<file path="config.mk">
export PLATFORM = sky130hd
export DESIGN_NAME = merge_pair_ctrl
export DESIGN_NICKNAME = d
export VERILOG_FILES = /design/src/rtl/merge_pair_ctrl_pkg.sv /design/src/rtl/merge_pair_ctrl_sel.sv /design/src/rtl/merge_pair_ctrl.sv
export SDC_FILE = /design/constraint.sdc
export NUM_CORES = 1
export LEC_CHECK = 0
export ABC_AREA = 1
export BUFFER_PORTS_ARGS = -buffer_cell sky130_fd_sc_hd__buf_2
export CORE_MARGIN = 10
export CORE_UTILIZATION = 44
export DETAILED_ROUTE_END_ITERATION = 10
export PLACE_DENSITY = 0.78
export SKIP_LAST_GASP = 1
export SLEW_MARGIN = 10
export SYNTH_ARGS = -nofsm -noshare
export SYNTH_HDL_FRONTEND = slang
export SYNTH_SLANG_ARGS = --single-unit
</file>
<file path="constraint.sdc">
create_clock -name i_clk -period 13.6 [get_ports i_clk]
set_clock_uncertainty 0.1 [all_clocks]
set_input_delay 0.68 -clock i_clk [delete_from_list [all_inputs] [get_ports i_clk]]
set_output_delay 0.68 -clock i_clk [all_outputs]
set_load 0.05 [all_outputs]
</file>
<file path="src/rtl/merge_pair_ctrl_pkg.sv">
// -----------------------------------------------------------------------------
// merge_pair_ctrl_pkg
//   Definitions shared by every merger-tree node: FSM state encodings, the
//   end-of-stream terminator key and a key-extract macro that pulls the sort
//   key out of the most significant bits of a record.
// -----------------------------------------------------------------------------

`ifndef MPC_KEY
// Sort key of a record: the top KW bits of a W-bit record.
`define MPC_KEY(rec, w, kw) rec[(w)-1 -: (kw)]
`endif

package merge_pair_ctrl_pkg;

    // Encodings are visible on o_state, so they are fixed explicitly.
    typedef enum logic [1:0] {
        ST_MERGE   = 2'b00,
        ST_DRAIN_A = 2'b01,
        ST_DRAIN_B = 2'b10,
        ST_TERM    = 2'b11
    } state_e;

    // Key value that marks the end of a stream.
    localparam int unsigned TERM_KEY = 0;

endpackage

</file>
<file path="src/rtl/merge_pair_ctrl_sel.sv">
// -----------------------------------------------------------------------------
// merge_sel
//   Combinational key compare for one merge node.
//   key_a_i / key_b_i : head keys of FIFO A and FIFO B
//   a_wins_o          : A's key is >= B's key (ties go to A)
//   a_term_o          : A's head is a terminator
//   b_term_o          : B's head is a terminator
// -----------------------------------------------------------------------------

module merge_sel
    import merge_pair_ctrl_pkg::*;
#(
    parameter int P_KEYW = 32
) (
    input  logic [P_KEYW-1:0] key_a_i,
    input  logic [P_KEYW-1:0] key_b_i,
    output logic              a_wins_o,
    output logic              a_term_o,
    output logic              b_term_o
);

    localparam logic [P_KEYW-1:0] TERM_K = P_KEYW'(TERM_KEY);

    assign a_wins_o = (key_a_i >= key_b_i);
    assign a_term_o = (key_a_i == TERM_K);
    assign b_term_o = (key_b_i == TERM_K);

endmodule

</file>
<file path="src/rtl/merge_pair_ctrl.sv">
// -----------------------------------------------------------------------------
// merge_pair_ctrl
//   2-to-1 merge controller for one merger-tree node. Pops records from two
//   show-ahead input FIFOs and pushes them, in descending key order, into one
//   output FIFO. A key of 0 terminates a stream; one terminator is emitted per
//   pair of input streams.
//
//   i_clk, i_rst            clock, asynchronous active-high reset
//   i_a_data / i_a_empty    head and empty flag of FIFO A
//   o_a_deq                 pop FIFO A (combinational)
//   i_b_data / i_b_empty    head and empty flag of FIFO B
//   o_b_deq                 pop FIFO B (combinational)
//   i_out_full              output FIFO full (asserts with >= 2 free slots)
//   o_out_data / o_out_enq  registered record and push strobe, latency 1
//   o_state                 current FSM state
//   o_rec_cnt               records emitted in the current stream (saturating)
//   o_stream_cnt            completed streams (wrapping)
// -----------------------------------------------------------------------------

module merge_pair_ctrl
    import merge_pair_ctrl_pkg::*;
#(
    parameter int P_WIDTH = 128,
    parameter int P_KEYW  = 32,
    parameter int P_CNTW  = 16
) (
    input  logic               i_clk,
    input  logic               i_rst,
    input  logic [P_WIDTH-1:0] i_a_data,
    input  logic               i_a_empty,
    output logic               o_a_deq,
    input  logic [P_WIDTH-1:0] i_b_data,
    input  logic               i_b_empty,
    output logic               o_b_deq,
    input  logic               i_out_full,
    output logic [P_WIDTH-1:0] o_out_data,
    output logic               o_out_enq,
    output logic [1:0]         o_state,
    output logic [P_CNTW-1:0]  o_rec_cnt,
    output logic [7:0]         o_stream_cnt
);

    state_e               state_q, state_d;
    logic [P_WIDTH-1:0]   out_data_q, out_data_d;
    logic                 out_enq_q, out_enq_d;
    logic [P_CNTW-1:0]    rec_cnt_q, rec_cnt_d;
    logic [7:0]           stream_cnt_q, stream_cnt_d;

    logic                 a_deq, b_deq;
    logic                 a_wins, a_term, b_term;
    logic                 fire;

    merge_sel #(
        .P_KEYW (P_KEYW)
    ) u_sel (
        .key_a_i  (`MPC_KEY(i_a_data, P_WIDTH, P_KEYW)),
        .key_b_i  (`MPC_KEY(i_b_data, P_WIDTH, P_KEYW)),
        .a_wins_o (a_wins),
        .a_term_o (a_term),
        .b_term_o (b_term)
    );

    // The output FIFO keeps two spare slots, so a push already registered
    // when full rises still lands safely.
    assign fire = !i_out_full;

    // Next-state and pop decisions. State changes that do not pop are allowed
    // without fire; every pop requires fire.
    always_comb begin
        // NOTE: every signal gets a default before the case so no path can
        // leave it unassigned and infer a latch.
        state_d = state_q;
        a_deq   = 1'b0;
        b_deq   = 1'b0;

        case (state_q)
            ST_MERGE: begin
                if (!i_a_empty && !i_b_empty) begin
                    if (a_term && b_term)  state_d = ST_TERM;
                    else if (a_term)       state_d = ST_DRAIN_B;
                    else if (b_term)       state_d = ST_DRAIN_A;
                    else if (a_wins)       a_deq   = fire;
                    else                   b_deq   = fire;
                end
            end
            ST_DRAIN_A: begin
                // B's terminator waits at its head until A's arrives.
                if (!i_a_empty) begin
                    if (a_term) state_d = ST_TERM;
                    else        a_deq   = fire;
                end
            end
            ST_DRAIN_B: begin
                if (!i_b_empty) begin
                    if (b_term) state_d = ST_TERM;
                    else        b_deq   = fire;
                end
            end
            ST_TERM: begin
                // Both terminators leave together; only A's is forwarded.
                if (fire && !i_a_empty && !i_b_empty) begin
                    a_deq   = 1'b1;
                    b_deq   = 1'b1;
                    state_d = ST_MERGE;
                end
            end
            default: state_d = ST_MERGE;
        endcase
    end

    // Output register and counters. A double pop only happens in TERM.
    always_comb begin
        out_enq_d    = a_deq | b_deq;
        out_data_d   = out_data_q;
        rec_cnt_d    = rec_cnt_q;
        stream_cnt_d = stream_cnt_q;

        if (a_deq)      out_data_d = i_a_data;
        else if (b_deq) out_data_d = i_b_data;

        if (a_deq && b_deq) begin
            stream_cnt_d = stream_cnt_q + 8'd1;
            rec_cnt_d    = '0;
        end else if ((a_deq || b_deq) && (rec_cnt_q != '1)) begin
            rec_cnt_d = rec_cnt_q + P_CNTW'(1);
        end
    end

    // NOTE: the data register is reset along with the control state so that
    // o_out_data reads 0 after reset rather than a stale record.
    always_ff @(posedge i_clk or posedge i_rst) begin
        if (i_rst) begin
            state_q      <= ST_MERGE;
            out_data_q   <= '0;
            out_enq_q    <= 1'b0;
            rec_cnt_q    <= '0;
            stream_cnt_q <= '0;
        end else begin
            // NOTE: non-blocking assignments so every register samples the
            // pre-edge values regardless of statement order.
            state_q      <= state_d;
            out_data_q   <= out_data_d;
            out_enq_q    <= out_enq_d;
            rec_cnt_q    <= rec_cnt_d;
            stream_cnt_q <= stream_cnt_d;
        end
    end

    // Pops are suppressed for the whole time reset is held.
    assign o_a_deq      = a_deq & ~i_rst;
    assign o_b_deq      = b_deq & ~i_rst;
    assign o_out_data   = out_data_q;
    assign o_out_enq    = out_enq_q;
    assign o_state      = state_q;
    assign o_rec_cnt    = rec_cnt_q;
    assign o_stream_cnt = stream_cnt_q;

endmodule

</file>
Yosys cells after proc, flatten, opt, wreduce, memory -nomap -nowiden. Cells that the tools add are included.

Input port bits: 261. Word-level logic and storage cells: 70. Bits in writable memories: 0. Flip-flop bits (word level): 155. Output and inout bits: 157. ROM bits: 0. Latch bits: 0. Memories: 0.

Bitwise gates (word level): 4. Multiplexer cells: 31. Shift-type cells: 0. Reduce and logical (&&, ||, !) cells: 16. Multiply operators: 0. Order comparisons: 1. Eq/ne operators: 11. $add $sub $neg: 2. Div/mod/pow operators: 0.

Operators by type and width (count): 2-to-1 mux 128 bit (2); zero test 32 bit (2); greater-or-equal comparator 32 bit (1); 2-to-1 mux 16 bit (2); 2-to-1 mux 2 bit (9); adder 16 x 1 -> 16 bit, second input constant (1); inequality test 16 bit, second input constant (1); 2-to-1 mux 1 bit (15); inequality test 2 bit, second input constant (6); adder 8 x 1 -> 8 bit, second input constant (1); case mux 2 bit (4 select lines) (1); AND reduction 7 bit (1); logical AND 1 bit (6); case mux 1 bit (3 select lines) (2); equality test 2 bit, second input constant (2); inequality test 4 bit, second input constant (1); nonzero test 2 bit (2); zero test 1 bit (3); bitwise AND 1 bit (2); equality test 2 x 1 -> 1 bit, second input constant (1); zero test 2 bit (1); logical OR 1 bit (1); NOT 1 bit (1); bitwise OR 1 bit (1).

Logic depth before layout (Yosys ltp). Gate-level depths: netlist (run 1).

Depth after elaboration: 11. Gate-level depth with buffers: 22. Depth with buffers taken out: 21.

Cells and area by module. A second synthesis (run 1) with hierarchy kept.

Cells, all modules: 1242. Area total of the unflattened synthesis: 9439.1 sq um.

By module, submodules not included: merge_pair_ctrl (instances 1, area an instance 8451.9 sq um, cells an instance 1081, seq. area each 3878.7 sq um); merge_sel (instances 1, area an instance 987.2 sq um, cells an instance 161, seq. area each 0.0 sq um).

Least setup slack after synthesis (run 1). Ideal clock, no wire load.

Path kind: in2out. Start: input i_b_data[111]. End: output o_a_deq. Arrival: 2607 ps. Stages on the path: 15. Required time: 12820 ps. Path slack: 10213 ps. Buffers on the path: 1. Path through: inv_1 ha_1 nand2_1 nor2_1 nand2_1 nor2_1 nor2_1 nand2_1 nand2_1 nand2_1 nand2_2 nand2_4 nand2_8 clkbuf_1 nor2_1.

Longest elaborated chain between the ends: 8. Elaborated cells between the ends (all ways): 10. Classes of those cells: 1 x order compare; 6 x mux; 1 x bitwise; 2 x reduce/logical.

RTL lines: start: declaration (RTL line merge_pair_ctrl.sv:32) `input logic [P_WIDTH-1:0] i_b_data,`; greater-or-equal comparator 32 bit (RTL line merge_pair_ctrl_sel.sv:24) `assign a_wins_o = (key_a_i >= key_b_i);`; 2-to-1 mux 1 bit (RTL line merge_pair_ctrl.sv:82) `else if (a_wins) a_deq = fire;`; 2-to-1 mux 1 bit (RTL line merge_pair_ctrl.sv:81) `else if (b_term) state_d = ST_DRAIN_A;`; 2-to-1 mux 1 bit (RTL line merge_pair_ctrl.sv:80) `else if (a_term) state_d = ST_DRAIN_B;`; 2-to-1 mux 1 bit (*) (RTL line merge_pair_ctrl.sv:79) `if (a_term && b_term) state_d = ST_TERM;`; 2-to-1 mux 1 bit (*) (RTL line merge_pair_ctrl.sv:78) `if (!i_a_empty && !i_b_empty) begin`; case mux 1 bit (3 select lines) (*) (RTL line merge_pair_ctrl.sv:76) `case (state_q)`; bitwise AND 1 bit (*) (RTL line merge_pair_ctrl.sv:150) `assign o_a_deq = a_deq & ~i_rst;`; end: declaration (RTL line merge_pair_ctrl.sv:31) `output logic o_a_deq,`.

Every way passes the cells marked *; elsewhere a longest branch is shown, timed or not.

Worst setup path in the final report (run 1).
Start: input i_a_data[125]. End: register out_data_q[9], in the netlist o_out_data[9].

Longest elaborated chain between the ends: 8. Elaborated cells between the ends (all ways): 19. Classes of those cells: 1 x order compare; 15 x mux; 3 x reduce/logical.

RTL lines: start: declaration (RTL line merge_pair_ctrl.sv:29) `input logic [P_WIDTH-1:0] i_a_data,`; greater-or-equal comparator 32 bit (RTL line merge_pair_ctrl_sel.sv:24); 2-to-1 mux 1 bit (RTL line merge_pair_ctrl.sv:82); 2-to-1 mux 1 bit (RTL line merge_pair_ctrl.sv:81); 2-to-1 mux 1 bit (RTL line merge_pair_ctrl.sv:80); 2-to-1 mux 1 bit (RTL line merge_pair_ctrl.sv:79); 2-to-1 mux 1 bit (RTL line merge_pair_ctrl.sv:78); case mux 1 bit (3 select lines) (RTL line merge_pair_ctrl.sv:76); 2-to-1 mux 128 bit / nonzero test 2 bit (equally long branches); end signal: assignment (RTL line merge_pair_ctrl.sv:142) `out_data_q <= out_data_d;`; end: declaration (RTL line merge_pair_ctrl.sv:44) `logic [P_WIDTH-1:0] out_data_q, out_data_d;`.

Several ways; a longest one is shown, not always the timed one. A chain may end at the register's enable or synchronous reset.

==> results of run 1 <==
per-layer routing:
layer	track usage	part of all wire	routed length, um
met4	0.0756	0.026	852
met5	0	0	0
met2	0.383	0.49	16400
met3	0.0511	0.061	2030
met1	0.283	0.42	13900
critical path, delay by kind of cell:
family                   cells  cell delay, ns
AND/OR/NAND/NOR             10            2.23
buffers and inverters        3            1.51
AO/OA/AOI/OAI                2            0.28
adder cells (fa/ha/maj)      1            0.30
final cells by class:
type | count | share of cell area
clock buffers | 19 | 0.0374
clock inverters | 11 | 0.0151
inverters | 176 | 0.0552
multi-input cells | 957 | 0.369
flip-flops and latches | 155 | 0.321
well taps | 275 | 0.0284
repair buffers | 420 | 0.174
kinds of logic (layout without fill, tap and decap cells):
logic type      after synthesis  count (layout)
fa+ha+maj                    41              41
simple gates                732             732
flops                       155             155
compound gates              167             167
xor+xnor                     17              17
buf+inv                     239             626
power by group:
part / internal, mW / leakage [nW] / switching (mW)
Clock: 0.320 / 0.309 / 0.202
Sequential: 0.554 / 1.92 / 0.0566
Combinational: 0.172 / 5.10 / 0.561
registers in the layout, indices dropped and copies added (netlist names):
| signal | count |
|---|---|
| o_state | 2 |
| o_out_data | 128 |
| o_out_enq | 1 |
| o_rec_cnt | 16 |
| o_stream_cnt | 8 |
Yosys cell counts:
cell type  count
nand3b_2       1
nand2_2        2
nor3_2         1
buf_6         14
inv_1        169
nor2_2         5
o21ai_0       31
nand3_1       27
nor4_1         2
buf_4          4
or2_2          1
nor3_1         1
buf_2         43
nand2_8        2
o21ai_1      116
nand2_4        2
xor2_1        14
clkbuf_1       1
a21o_1         2
nand2_1      481
buf_8          1
o21a_1         1
nand4_1       23
nor2_8         1
inv_2          6
nor2_1       179
ha_1          41
o22ai_1        1
xnor2_1        3
inv_4          1
dfrtp_1      155
or2_1          1
nand3b_1       2
a21oi_1       16
nor3b_1        1
worst paths after layout:
check                                              end  slack [ns]  depth (start not counted)
setup reg to reg             o_out_data[9]$_DFFE_PP0P_        9.04                         12
hold reg to reg            o_out_data[100]$_DFFE_PP0P_        0.38                          2
setup / recovery             o_out_data[9]$_DFFE_PP0P_        8.66                         16
hold / removal             o_out_data[100]$_DFFE_PP0P_        0.30                          2
min in group i_clk         o_out_data[100]$_DFFE_PP0P_        0.38                          2
max in group asynchronous   o_out_data[61]$_DFFE_PP0P_       11.55                          3
stage by stage:
| step | std cells | hold WS (ns) | worst slack (ns) | util | power [mW] |
|---|---|---|---|---|---|
| 6_report | 2013 | 0.304 | 8.66 | 0.576 | 1.87 |
| 5_1_grt | 2013 | 0.347 | 8.22 | 0.576 | 1.96 |
| 4_1_cts | 2013 | 0.331 | 8.71 | 0.576 | 1.88 |
| 3_5_place_dp | 1983 | 0.365 | 8.27 | 0.545 | 1.35 |
| 3_3_place_gp | 1983 | 0.363 | 8.34 | 0.545 | 1.34 |
| 2_1_floorplan | 1351 | 0.655 | 8.64 | - | 1.14 |
==> results_dict.tcl, run 1 <==
set metrics [dict create \
    cp-startpoint "i_a_data[125]" \
    synth_mux_area_frac 0 \
    hold_class "input port to asynchronous set/reset pin" \
    irDropWorstVdd_v 0.0000989 \
    status "completed" \
    dieArea_mm2 0.0277 \
    routedWlPerCell_um 16.5 \
    synth_warnings 0 \
    nets 2029 \
    maxCapViolCount 0 \
    yosys.area_share.adder 0.0544 \
    cts_buffer_depth 2 \
    power.density_mw_per_mm2 154 \
    regArea_mm2 0.00388 \
    rows 53 \
    synth-compound-area-share 0.0896 \
    drc 0 \
    cts_sinks 155 \
    coreArea_mm2 0.0210 \
    grt_antenna_before_repair 0 \
    dr_total_vias 9832 \
    synthXorXnorAreaFrac 0.0158 \
    fin_crit_ns 4.94 \
    grt_overflow 0 \
    n_fill_cell 1956 \
    leakage_nw 7.33 \
    synth_cells 1351 \
    grt_max_degree 153 \
    area_delta_synth_final_pct 28.4 \
    synth_top_cell_area_share 0.411 \
    mappedNetlistArea_mm2 0.00943 \
    cp-start-kind "input port" \
    firstDrtPassIters 5 \
    start_util 0.448 \
    worst_path_max_delay_cell "buf_4" \
    ios 418 \
    end_kind "flop" \
    cts_setup_buffers 0 \
    grt_pass1_wl_um 51500 \
    relSlewSlack 0.252 \
    cts_max_level 4 \
    drtAntennaViolNets 0 \
    path_cells "buf_2 -> ha_1 -> a21oi_1 -> nor2_1 -> nor2_1 -> nand3_1 -> nor2_1 -> nand2_1 -> nand2_2 -> nand2_4 -> nand2_8 -> nand2_8 -> inv_4 -> buf_4 -> nand2_1 -> o21ai_1" \
    via_per_inst 4.88 \
    grt_pass1_vias 9202 \
    portBuffers 417 \
    critical_path.max_fanout 152 \
    final_common_cell "nand2_1" \
    ys_types 35 \
    hold_viol_final 0 \
    r2r_start "o_state[0]$_DFFE_PP0P_" \
    drt_iter0_markers 923 \
    rsz0062_at_grt "no" \
    cp_slowest_stage_delay_ns 0.87 \
    critPathKind "input port to flop" \
    n_antenna_cell 0 \
    syn_avg_cell_area_um2 6.98 \
    final_cell_area_mm2 0.0121 \
    synthTopCellsByArea "dfrtp_1 (41%), nand2_1 (19%), nor2_1 (7.1%), inv_1 (6.7%), o21ai_1 (6.2%)" \
    multiInputGateArea_mm2 0.00446 \
    die_w_um 166 \
    worst_ep_arrival_time_ns 5.18 \
    required_ns 13.84 \
    clk_latency_ns 0.42 \
    cts_root_buf "clkbuf_16" \
    fmax_ghz 0.202 \
    die_y_um 166 \
    finalMaxSlewViolations 0 \
    synth_top_cell_by_area "dfrtp_1" \
    track_usage 0.228 \
    clk_pin_slew_ns 0.07 \
    hpwl_um 25000 \
    ys_seq_elements 155 \
    cts_tree "built" \
    hold_buffers 0 \
    finalSetupViolCount 0 \
    min_period_over_period 0.363 \
    placed_area_mm2 0.0115 \
    final.setup.tns_ns 0 \
    drive_gt1_frac 0.272 \
    numCtsBuffers 17 \
    ys_seq_area_frac 0.411 \
    cp_common_cell "nor2_1" \
    synth_top_family_by_area "simple AND/OR/NAND/NOR gates" \
    synth_fp_nets 1653 \
    routed_wl_um 33200 \
    final_cell_mix "nand2_1 (481), buf_2 (417), nor2_1 (179), inv_1 (168), dfrtp_1 (155)" \
    globalplace.congestion 0.939 \
    ctsResizeCount 0 \
    worstMarginPinSlew_ns 1.12 \
    synth-simple-area-share 0.314 \
]
Power figures use the tool's default switching activity.
==> run 2, diff against run 1 <==
Settings changed: PLACE_DENSITY 0.78 to 0.81.
Clock period 13.6 ns to 4 ns, I/O delays scaled along.
==> results_dict.tcl, run 2 (synthesis gave the netlist of run 1 again) <==
set metrics [dict create \
    critical_path.max_fanout 69 \
    final.setup.tns_ns 0 \
    die_y_um 166 \
    grt_pass1_vias 11200 \
    routedWlPerCell_um 17.7 \
    path_cells "dlygate4sd3_1 -> buf_2 -> ha_1 -> nand2_1 -> nor2_1 -> nand2_1 -> nor2_1 -> nor2_1 -> nand2_1 -> nand2_1 -> nand2_1 -> nand2_2 -> nand2_4 -> nand2_8 -> nand2_8 -> buf_4 -> nand2_1 -> o21ai_1 -> dlygate4sd3_1" \
    ios 418 \
    rows 53 \
    drtAntennaViolNets 0 \
    via_per_inst 5.16 \
    required_ns 4.27 \
    violations "hold timing" \
    hpwl_um 25200 \
    grt_pass1_wl_um 61200 \
    p_total_mw 6.54 \
    cp-start-kind "input port" \
    grt_max_degree 140 \
    maxCapViolCount 0 \
    n_fill_cell 1583 \
    power.density_mw_per_mm2 472 \
    relSlewSlack 0.383 \
    grt_overflow 0 \
    fin_cells 2195 \
    worstMarginPinSlew_ns 0.923 \
    clk_latency_ns 0.43 \
    cp_common_cell "nand2_1" \
    final_common_cell "nand2_1" \
    min_period_over_period 0.953 \
    drive_gt1_frac 0.250 \
    end_kind "flop" \
    worst_ep_arrival_time_ns 4.09 \
    hold_viol_final 2 \
    r2r_start "o_state[1]$_DFFE_PP0P_" \
    regToRegEndpoint "o_out_data[11]$_DFFE_PP0P_" \
    r2r_slack_ns 0.53 \
    cts_setup_buffers 0 \
    cts_sinks 155 \
    drt_iter0_markers 1428 \
    globalplace.congestion 0.932 \
    whs_endpoint "o_out_data[74]$_DFFE_PP0P_" \
    worstHoldStart "i_b_data[74]" \
    dr_total_vias 11300 \
    largest_register_ffs 128 \
    leakage_nw 8.09 \
    start_util 0.448 \
    crit_buf_inv 4 \
    rr_worst_depth 12 \
    routed_wl_um 38900 \
    irDropWorstVdd_v 0.000242 \
    cts_tree "built" \
    die_w_um 166 \
    hold_buffers 172 \
    numCtsBuffers 17 \
    dieArea_mm2 0.0277 \
    fmax_ghz 0.262 \
    firstDrtPassIters 5 \
    rsz0062_at_grt "no" \
    hold_depth 5 \
    status "complete, but fails checks" \
    drc 0 \
    cts_root_buf "clkbuf_16" \
    path_delay_family "buffers and inverters" \
    clk_pin_slew_ns 0.07 \
    coreArea_mm2 0.0210 \
    ctsResizeCount 0 \
    grt_antenna_before_repair 3 \
    critPathKind "input port to flop" \
    finalSetupViolCount 0 \
    fin_crit_ns 3.81 \
    area_delta_synth_final_pct 46.9 \
    track_usage 0.269 \
    cts_buffer_depth 2 \
    nets 2207 \
    dp.cells 1988 \
    hold_class "input port to flop" \
    worst_path_max_delay_cell "buf_4" \
    final_cell_mix "nand2_1 (481), buf_2 (417), nor2_1 (179), dlygate4sd3_1 (173), inv_1 (168)" \
    cts_max_level 4 \
    finalMaxSlewViolations 0 \
    portBuffers 417 \
    cp_slowest_stage_delay_ns 0.60 \
    hold_ws_ns -0.000349 \
]
[run 2: area by class of cell]
| type | count | area (um^2) | area share |
|---|---|---|---|
| antenna | 2 | 5.00 | 0.000362 |
| clock buffer | 18 | 439 | 0.0317 |
| clock inverter | 14 | 130 | 0.00940 |
| inverter | 176 | 667 | 0.0482 |
| multi-input combinational | 957 | 4460 | 0.322 |
| sequential | 155 | 3880 | 0.280 |
| tap | 275 | 344 | 0.0249 |
| timing repair buffer | 598 | 3920 | 0.283 |
[run 2: metrics by stage]
| stage | area (um^2) | utilization | setup slack, ns |
|---|---|---|---|
| floorplan | 9430 | - | 1.45 |
| global placement | 11500 | 0.549 | 0.896 |
| detailed placement | 11500 | 0.549 | 0.854 |
| CTS | 13800 | 0.658 | 0.412 |
| global route | 13800 | 0.659 | 0.0191 |
| finish | 13800 | 0.659 | 0.188 |
[run 2: worst register-to-register path: cells and delay by family (launching register included)]
kind	cells	cell delay (ns)
compound gates	1	0.21
fa+ha+maj	1	0.23
buf+inv	3	1.36
flops	1	0.45
simple gates	7	1.09
[run 2: how the worst max path moves through the flow]
| stage | start | to | slack (ns) | cells after the start |
|---|---|---|---|---|
| 5_1_grt | i_a_data[101] | o_out_data[11]$_DFFE_PP0P_ | 0.02 | 18 |
| 3_5_place_dp | i_b_data[101] | o_rec_cnt[10]$_DFFE_PP0P_ | 0.85 | 19 |
| 2_1_floorplan | o_state[0]$_DFFE_PP0P_ | o_a_deq | 1.45 | 9 |
| 6_report | i_a_data[103] | o_out_data[11]$_DFFE_PP0P_ | 0.19 | 19 |
| 3_3_place_gp | i_a_data[101] | o_rec_cnt[10]$_DFFE_PP0P_ | 0.90 | 18 |
| 4_1_cts | i_a_data[101] | o_out_data[12]$_DFFE_PP0P_ | 0.41 | 20 |
[run 2: power breakdown]
group          switching (mW)  internal [mW]  total [mW]
sequential              0.202           1.88        2.08
combinational            2.03          0.835        2.87
clock                   0.750          0.836        1.59
total                    2.98           3.55        6.54
[run 2: routing by layer]
layer  share of wire  global-route usage  routed length [um]  vias up
li1                -                   -                   -     5248
met1            0.37               0.304               14300     5187
met2            0.48               0.437               18500      728
met3           0.091              0.0774                3540      161
met4           0.066               0.178                2580        2
met5         0.00018                   0                   7        -
==> run 3, diff against run 2 <==
Settings changed: ABC_AREA 1 to 0, CORE_UTILIZATION 44 to 42, PLACE_DENSITY 0.81 to 0.8.
==> results_dict.tcl, run 3 <==
set metrics [dict create \
    status "complete, but fails checks" \
    violations "setup timing" \
    ys.flop_type "dfrtp_1" \
    leakage_nw 7.01 \
    final_cell_mix "buf_2 (417), dlygate4sd3_1 (208), dfrtp_1 (155), nand2_1 (146), o21ai_0 (137)" \
    grt_pass1_wl_um 61000 \
    required_ns 4.21 \
    synth_fp_nets 1204 \
    finalMaxSlewViolations 0 \
    maxCapViolCount 0 \
    critPathKind "input port to flop" \
    synthMostInstantiatedCell "dfrtp_1" \
    fmax_ghz 0.250 \
    hold_viol_final 0 \
    clk_pin_slew_ns 0.08 \
    crit_buf_inv 4 \
    worst_ep_arrival_time_ns 4.22 \
    via_per_inst 5.54 \
    cts_max_level 4 \
    end_kind "flop" \
    synthTopCellsByArea "dfrtp_1 (46%), mux2i_1 (12%), o21ai_0 (8.1%), nand2_1 (6.5%), ha_1 (6.0%)" \
    fin_crit_ns 4.01 \
    irDropWorstVdd_v 0.000314 \
    synthArstFlopShare 1.00 \
    ios 418 \
    power.density_mw_per_mm2 484 \
    hpwl_um 26300 \
    hold_class "input port to flop" \
    worstMarginPinSlew_ns 0.914 \
    syn_avg_cell_area_um2 9.41 \
    dr_total_vias 9973 \
    rsz0062_at_grt "yes" \
    synth_top_cells_by_count "dfrtp_1 (155), nand2_1 (146), o21ai_0 (137), mux2i_1 (98), a21oi_1 (57)" \
    routed_wl_um 40500 \
    synth_cells 902 \
    drc 0 \
    cts_sinks 155 \
    grt_overflow 0 \
    start_util 0.432 \
    relSlewSlack 0.375 \
    clk_latency_ns 0.42 \
    routedWlPerCell_um 22.5 \
    path_delay_family "buffers and inverters" \
    final_common_cell "buf_2" \
    synth_edf_count 0 \
    cp_common_cell "dlygate4sd3_1" \
    dieArea_mm2 0.0263 \
    worst_path_max_delay_cell "dlygate4sd3_1" \
    grt_pass1_vias 10500 \
    globalplace.congestion 0.915 \
    p_total_mw 6.54 \
    finalSetupViolCount 1 \
    firstDrtPassIters 5 \
    cts_buffer_depth 2 \
    grt_max_degree 133 \
    min_period_over_period 1.00 \
    ys_seq_elements 155 \
    path_cells "dlygate4sd3_1 -> buf_2 -> ha_1 -> nand4_1 -> or4b_1 -> a311oi_2 -> o32a_2 -> or2_4 -> buf_12 -> mux2i_1 -> o21ai_0 -> dlygate4sd3_1" \
    drt_iter0_markers 835 \
    hold_ws_ns 0.0116 \
    critical_path.max_fanout 16 \
    area_delta_synth_final_pct 59.2 \
    portBuffers 417 \
    synth_top_cell_area_share 0.457 \
    ys_seq_area_frac 0.457 \
    die_y_um 162 \
    cp_slowest_stage_delay_ns 0.63 \
    fin_ws_ns -0.00799 \
    drive_gt1_frac 0.320 \
    largest_register_ffs 128 \
    ys_types 55 \
    grt_antenna_before_repair 8 \
    mappedNetlistArea_mm2 0.00849 \
    rows 51 \
    cp-start-kind "input port" \
    drtAntennaViolNets 0 \
    die_w_um 162 \
    nets 1818 \
    coreArea_mm2 0.0197 \
    cts_root_buf "clkbuf_16" \
    cts_tree "built" \
    final.setup.tns_ns -0.00799 \
    track_usage 0.295 \
    numCtsBuffers 17 \
    synth_top_cell_by_area "dfrtp_1" \
    synth_warnings 0 \
]
-- run 3: worst min-delay path, stage by stage --
cell and delay (ns):
buf_2 0.07, mux2i_1 0.07, o21ai_0 0.15
-- run 3: kinds of logic after synthesis --
kind of cell | after synthesis | synth area share
and+or+nand+nor | 280 | 0.156
AOI/OAI and AO/OA | 223 | 0.144
DFF | 155 | 0.457
muxes | 100 | 0.118
buffers and inverters | 96 | 0.0569
adders and majority gates | 41 | 0.0604
xor gates and xnor gates | 7 | 0.00722
-- run 3: area by class of cell --
cell class              instances  area (um^2)
multi-input cells             653         4160
inverters                      41          158
fillers                      1467         6140
well taps                     265          332
clock inverters                15          129
diodes                          6         15.0
repair buffers                648         4420
flip-flops and latches        155         3880
clock buffers                  17          425
-- run 3: worst paths after layout --
check                      cells after the start                     endpoint                        start  slack (ns)
setup / recovery                              12   o_out_data[38]$_DFFE_PP0P_                i_a_data[101]      -0.008
hold / removal                                 3   o_out_data[40]$_DFFE_PP0P_                 i_b_data[40]        0.01
setup reg to reg                              10   o_out_data[38]$_DFFE_PP0P_       o_state[1]$_DFFE_PP0P_        0.39
hold reg to reg                                1  o_stream_cnt[7]$_DFFE_PP0N_  o_stream_cnt[7]$_DFFE_PP0N_        0.37
max in group asynchronous                      4  o_out_data[127]$_DFFE_PP0P_                        i_rst        2.41
min in group asynchronous                      3  o_out_data[117]$_DFFE_PP0P_                        i_rst        0.22
-- run 3: what timing repair did --
action	in CTS	in global routing
setup buffers	0	5
endpoints found under the setup margin	0	74
hold buffers	208	0
gates resized for setup	0	2
endpoints found under the hold margin	134	0
-- run 3: metrics by stage --
step / cells / instance area [um^2] / setup slack [ns] / util
5_1_grt: 1798 / 13500 / -0.0352 / 0.687
3_5_place_dp: 1547 / 10800 / 0.345 / 0.550
3_3_place_gp: 1547 / 10800 / 0.486 / 0.550
2_1_floorplan: 902 / 8490 / 0.507 / -
6_report: 1800 / 13500 / -0.00799 / 0.688
4_1_cts: 1787 / 13400 / 0.00443 / 0.684
-- run 3: where the power goes --
part,switching [mW],internal (mW),total (mW)
clock,0.767,0.821,1.59
sequential,0.238,1.90,2.14
combinational,1.95,0.864,2.81
total,2.96,3.58,6.54
-- run 3: routing by layer --
layer	vias to the layer above	wire (um)	track usage
met3	150	3820	0.0877
met1	4770	14500	0.325
met5	-	13	0
met2	620	19700	0.496
met4	2	2370	0.170
li1	4431	-	-
